File: src/rtl/babbage_pkg.sv
// Shared defaults and FSM state type for the finite-difference cubic evaluator.
package babbage_pkg;

    localparam int DW_DEFAULT = 8;
    localparam int YW_DEFAULT = 33;

    typedef enum logic [1:0] {
        IDLE = 2'd0,
        RUN  = 2'd1,
        DONE = 2'd2
    } state_t;

endpackage

File: src/rtl/babbage.sv
// Evaluates a3*x^3+a2*x^2+a1*x+a0 by forward differences, adds only.
// Latency: x+1 edges from the capture edge to the edge raising valid.
// Backpressure: none; x_val is accepted only in IDLE, ignored while busy.
module babbage
    import babbage_pkg::*;
#(
    parameter int DW = DW_DEFAULT,
    parameter int YW = YW_DEFAULT
) (
    input  logic          clk,
    input  logic          rst,
    input  logic [DW-1:0] a3,
    input  logic [DW-1:0] a2,
    input  logic [DW-1:0] a1,
    input  logic [DW-1:0] a0,
    input  logic [DW-1:0] x,
    input  logic          x_val,
    output logic          valid,
    output logic [YW-1:0] y
);

    state_t        state;
    logic [YW-1:0] f;
    logic [YW-1:0] d1;
    logic [YW-1:0] d2;
    logic [YW-1:0] d3;
    logic [DW-1:0] cnt;

    always_ff @(posedge clk) begin
        if (rst) begin
            state <= IDLE;
            valid <= 1'b0;
            y     <= '0;
            f     <= '0;
            d1    <= '0;
            d2    <= '0;
            d3    <= '0;
            cnt   <= '0;
        end else begin
            case (state)
                IDLE: begin
                    if (x_val) begin
                        // Differences of the cubic at 0: d1=f(1)-f(0), d2=6a3+2a2, d3=6a3.
                        f     <= YW'(a0);
                        d1    <= YW'(a3) + YW'(a2) + YW'(a1);
                        d2    <= (YW'(a3) << 2) + (YW'(a3) << 1) + (YW'(a2) << 1);
                        d3    <= (YW'(a3) << 2) + (YW'(a3) << 1);
                        cnt   <= x;
                        state <= RUN;
                    end
                end
                RUN: begin
                    if (cnt != '0) begin
                        f   <= f + d1;
                        d1  <= d1 + d2;
                        d2  <= d2 + d3;
                        cnt <= cnt - DW'(1);
                    end else begin
                        y     <= f;
                        valid <= 1'b1;
                        state <= DONE;
                    end
                end
                DONE: begin
                    valid <= 1'b0;
                    state <= IDLE;
                end
                default: begin
                    valid <= 1'b0;
                    state <= IDLE;
                end
            endcase
        end
    end

endmodule

File: config.mk
export PLATFORM = sky130hd
export DESIGN_NAME = babbage
export DESIGN_NICKNAME = d
export VERILOG_FILES = /design/src/rtl/babbage_pkg.sv /design/src/rtl/babbage.sv
export SDC_FILE = /design/constraint.sdc
export NUM_CORES = 1
export LEC_CHECK = 0
export CELL_PAD_IN_SITES_DETAIL_PLACEMENT = 2
export CELL_PAD_IN_SITES_GLOBAL_PLACEMENT = 2
export CORE_UTILIZATION = 36
export DETAILED_ROUTE_END_ITERATION = 10
export PLACE_DENSITY = 0.87
export SLEW_MARGIN = 0
export SYNTH_ARGS = -nofsm -noshare
export SYNTH_HDL_FRONTEND = slang
export SYNTH_SLANG_ARGS = --single-unit
File: constraint.sdc
create_clock -name clk -period 4.05 [get_ports clk]
set_input_delay 1.0125 -clock clk [delete_from_list [all_inputs] [get_ports clk]]
set_output_delay 1.0125 -clock clk [all_outputs]
set_load 0.02 [all_outputs]
== Word level (Yosys, flattened, before mapping) ==
Index checks and enable logic that the tools add are counted.

* Register bits after elaboration: 176
* Bits in latches: 0
* Bits in writable memories: 0
* Bits in read-only memories: 0
* Input bits: 43
* Output and inout port bits: 34
* Memories: 0

* Add/subtract/negate cells: 8
* Multipliers: 0
* Div/mod/pow operators: 0
* Magnitude comparators: 0
* Equality and inequality tests: 4
* Shift operators: 0
* Multiplexer cells: 17
* Bitwise logic cells: 2
* Reduce and logical (&&, ||, !) cells: 8

{| class="wikitable"
|+ Operators with widths
! cell !! number
|-
| $mux W33 || 6
|-
| $pmux W33 S2 || 3
|-
| $add A33 B33 Y33 || 3
|-
| $add A33 B9 Y33 || 1
|-
| $mux W8 || 2
|-
| $pmux W8 S2 || 1
|-
| $add A10 B9 Y11 || 1
|-
| $add A9 B8 Y10 || 1
|-
| $add A8 B8 Y9 || 1
|-
| $reduce_and A2 Y1 || 4
|-
| $reduce_bool A8 Y1 || 1
|-
| $sub A8 B1 Y8 const B || 1
|-
| $ne A2 B2 Y1 const B || 3
|-
| $mux W2 || 2
|-
| $pmux W2 S2 || 1
|-
| $reduce_and A3 Y1 || 1
|-
| $eq A2 B1 Y1 const B || 1
|-
| $logic_not A2 Y1 || 1
|-
| $not A1 Y1 || 2
|-
| $pmux W1 S2 || 1
|-
| $reduce_bool A2 Y1 || 1
|-
| $mux W1 || 1
|}

== Depth between registers and ports, before layout ==
* Depth after elaboration: 4
* Mapped depth: 16
* Gate-level depth less buffers: 16

== Least setup slack after synthesis ==
OpenSTA, ideal clock, no wires.

* Kind: input to register
* Start: input port a3[0]
* End: register d2[9]
* Library setup time: 0.132 ns
* Arrival: 3.416 ns
* Path slack: 0.502 ns
* Stages on the path: 15
* Path buffers: 0
* Cells stage by stage: ha_1 inv_1 fa_1 inv_1 ha_1 a21o_1 a21oi_1 o21bai_1 a21oi_1 o21bai_1 a21oi_1 xor2_1 nor2_1 a211oi_1 nor3_1

* Longest elaborated chain between the ends: 4

{| class="wikitable"
|+ RTL lines
! item !! line !! RTL
|-
| start, declared || babbage.sv:12 || <nowiki>input logic [DW-1:0] a3,</nowiki>
|-
| $add A10 B9 Y11 || babbage.sv:46 || <nowiki>d2 <= (YW'(a3) << 2) + (YW'(a3) << 1) + (YW'(a2) << 1);</nowiki>
|-
| $add A33 B9 Y33 || babbage.sv:46 ||
|-
| $mux W33 || babbage.sv:42 || <nowiki>if (x_val) begin</nowiki>
|-
| $pmux W33 S2 || babbage.sv:40 || <nowiki>case (state)</nowiki>
|-
| end signal, assigned || babbage.sv:46 ||
|-
| end signal, assigned || babbage.sv:56 || <nowiki>d2 <= d2 + d3;</nowiki>
|-
| end, declared || babbage.sv:25 || <nowiki>logic [YW-1:0] d2;</nowiki>
|}

Every way passes these cells. The select of a mux whose other input is x is not followed.
A chain may end at the register's enable or synchronous reset.

== Worst setup path in the final report ==
Same ends and word-level chain as after synthesis.

==> flow_metrics.tcl <==
set metrics [dict create \
    ant_nets 0 \
    hold_violations 0 \
    drive_gt1_frac 0.0737 \
    hpwl_mm 25.3 \
    min_period_ns 3.92 \
    firstDrtPassIters 5 \
    synth_area_um2 10100 \
    async_reset_ff_frac 0 \
    finalInstanceArea_um2 12000 \
    synth_flop_cell "dfxtp_1" \
    cts_tree "built" \
    hold_buffers 0 \
    grt_max_degree 68 \
    tightest_slew_ns 0.812 \
    synth_top_area_share 0.302 \
    gp_congestion 0.794 \
    vdd_drop_max_v 0.000256 \
    max_freq_ghz 0.255 \
    routed_wl_mm 37.1 \
    die-area_um2 28700 \
    instances_no_fill 1728 \
    htree_levels 4 \
    cts_buffers 17 \
    fin_skew_ns 0.0118 \
    crit_required_ns 4.33 \
    area_growth_syn_to_layout_pct 19.2 \
    timing.slew.headroom 0.459 \
    die_y_um 169 \
    start_util 0.371 \
    yosysTopAreaCell "dfxtp_1" \
    vias 9837 \
    io_buffer_count 76 \
    ios 77 \
    synthesis.nets 1422 \
    antennaDiodeCount 0 \
    placed_cells 1695 \
    power_density_nw_per_um2 407 \
    cts.clk_slew.worst_paths_ns 0.08 \
    synth_seq_area_share 0.302 \
    syn_inst 1266 \
    place_area_um2 11400 \
    finalNetCount 1499 \
    final_max_slew_viol_count 0 \
    critPathLaunch "a3[0]" \
    route.detailed.drc 0 \
    maxCapViolCount 0 \
    grt.total_usage 0.266 \
    fin_crit_sh 0.969 \
    gr-total-overflow 0 \
    ys_seq_elements 152 \
    clk_latency_ns 0.45 \
    critPathArrivalTime_ns 4.21 \
    hold_class "register to register" \
    clock_sink_count 152 \
    p_leak_nw 5.02 \
    cts_root_buffer "clkbuf_16" \
    fp.coreArea_um2 27200 \
    path_max_fanout 3 \
    synth_area_leaders "dfxtp_1, ha_1, a21oi_1, nand2_1, xor2_1" \
    crit_type "input pin to register" \
    cp-end-kind "register" \
    drtIter0Drc 455 \
    rows 60 \
    hp-start "y[26]" \
    antenna_found_initial 0 \
    final_core_util 0.442 \
    synth.avg_cell_area_um2 7.96 \
    setup_viol 0 \
    clock_path_buffers 2 \
    avgViaCountPerCell 5.69 \
    startpoint_type "input pin" \
    synth_edf_count 0 \
    grt_first_pass_wirelength_mm 60.0 \
    grt_pass1_vias 10900 \
    yosysUniqueCellTypes 65 \
    r2r-start "d2[1]" \
    ys_warn_count 0 \
    post_drt_wl_per_cell_um 21.5 \
    outcome "completed" \
    dieWidth_um 169 \
]
[worst max-delay path: stages]
cell             delay, ns
clkdlybuf4s50_1       0.51
ha_2                  0.19
inv_1                 0.05
fa_1                  0.50
inv_1                 0.05
ha_1                  0.32
a21o_1                0.20
a21oi_2               0.18
o21bai_1              0.11
a21oi_2               0.17
o21bai_1              0.10
a21oi_2               0.19
xor2_1                0.18
nor2_1                0.09
a211oi_2              0.26
nor3_1                0.09
[layout make-up]
class | count | area, um2
inverters | 50 | 188
clock inverters | 14 | 158
fillers | 3044 | 15200
clock buffers | 18 | 439
multi-input cells | 1010 | 6680
flip-flops and latches | 152 | 3040
repair buffers | 112 | 1030
well taps | 372 | 465
[cells in the mapped netlist (all sizes together) (2+ instances only)]
master,number
nand2,189
dfxtp,152
a21oi,149
nor2,104
ha,99
o21ai,84
xor2,51
inv,50
xnor2,46
clkbuf,44
a21o,42
nand3,32
a211oi,19
nor3,18
fa,14
o21bai,14
nand2b,13
nor2b,13
o211ai,12
a311oi,11
and3,11
buf,10
a31oi,7
nand4,7
o21a,7
o31ai,7
a22o,5
o2111ai,5
or3,5
a221oi,4
nand3b,4
o22ai,4
a21boi,3
a32oi,3
and2,3
nor4,3
a2111oi,2
o221ai,2
o311ai,2
o31a,2
or2,2
or4,2
[final timing paths]
path | endpoint | slack [ns] | cells after the start
worst max register to register | d2[17] | 0.42 | 13
worst max-delay path | d2[9] | 0.13 | 16
worst min register to register | y[26] | 0.46 | 2
worst min-delay path | y[26] | 0.46 | 2
[through the flow]
step | hold WS, ns | setup TNS, ns | power, mW | setup slack [ns]
floorplan | 0.440 | 0 | 2.64 | 0.502
global placement | 0.442 | -0.325 | 3.04 | -0.213
detailed placement | 0.452 | -1.41 | 3.15 | -0.497
CTS | 0.463 | 0 | 4.88 | 0.0266
global route | 0.484 | -0.0862 | 5.10 | -0.0862
finish | 0.460 | 0 | 4.89 | 0.127
[flip-flops by register name, summed over array words and instances (netlist names)]
register  flops
cnt           8
d1           33
d2           32
d3           10
f            33
state         2
valid         1
y            33
[timing repair]
| action | 4_1_cts | 5_1_grt |
|---|---|---|
| gates resized for setup | 2 | 10 |
| pin swaps | 0 | 3 |
| setup endpoints to repair | 1 | 3 |
| buffers inserted | 0 | 1 |
[placed cells by master, fill, tap and decap left out, types with 7 or more instances in the layout]
cell type / instances
o21a_1: 7
clkdlybuf4s50_1: 74
a311oi_1: 11
o21bai_1: 14
xnor2_1: 46
buf_4: 37
a21oi_1: 141
nor3_1: 18
a21oi_2: 8
ha_1: 98
a21o_1: 39
dfxtp_1: 152
inv_1: 50
nand2b_1: 13
fa_1: 14
and3_1: 11
a211oi_1: 16
nor2_1: 102
o21ai_0: 74
nand4_1: 7
nor2b_1: 12
o211ai_1: 12
clkbuf_16: 17
nand3_1: 32
o21ai_1: 8
nand2_1: 189
xor2_1: 51
[where the power goes]
part           switching, mW  total, mW  internal [mW]
clock                  0.775       1.67          0.894
combinational          0.941       1.51          0.573
sequential             0.114       1.71           1.59
total                   1.83       4.89           3.06
[layer usage]
metal / wire length (um) / vias to the layer above / track usage
met5: 0 / - / 0
met4: 783 / 0 / 0.0858
met3: 1090 / 61 / 0.0322
met2: 18700 / 204 / 0.482
met1: 16500 / 4954 / 0.325
li1: - / 4618 / -
[cell families after synthesis]
logic type,after synthesis,synth area share
AOI/OAI and AO/OA,391,0.246
adders and majority gates,113,0.151
and+or+nand+nor,408,0.177
xor gates and xnor gates,97,0.0843
DFF,152,0.302
buffers and inverters,104,0.0398
other,1,0.000372
Note: power is estimated with default switching activity, not from simulation.
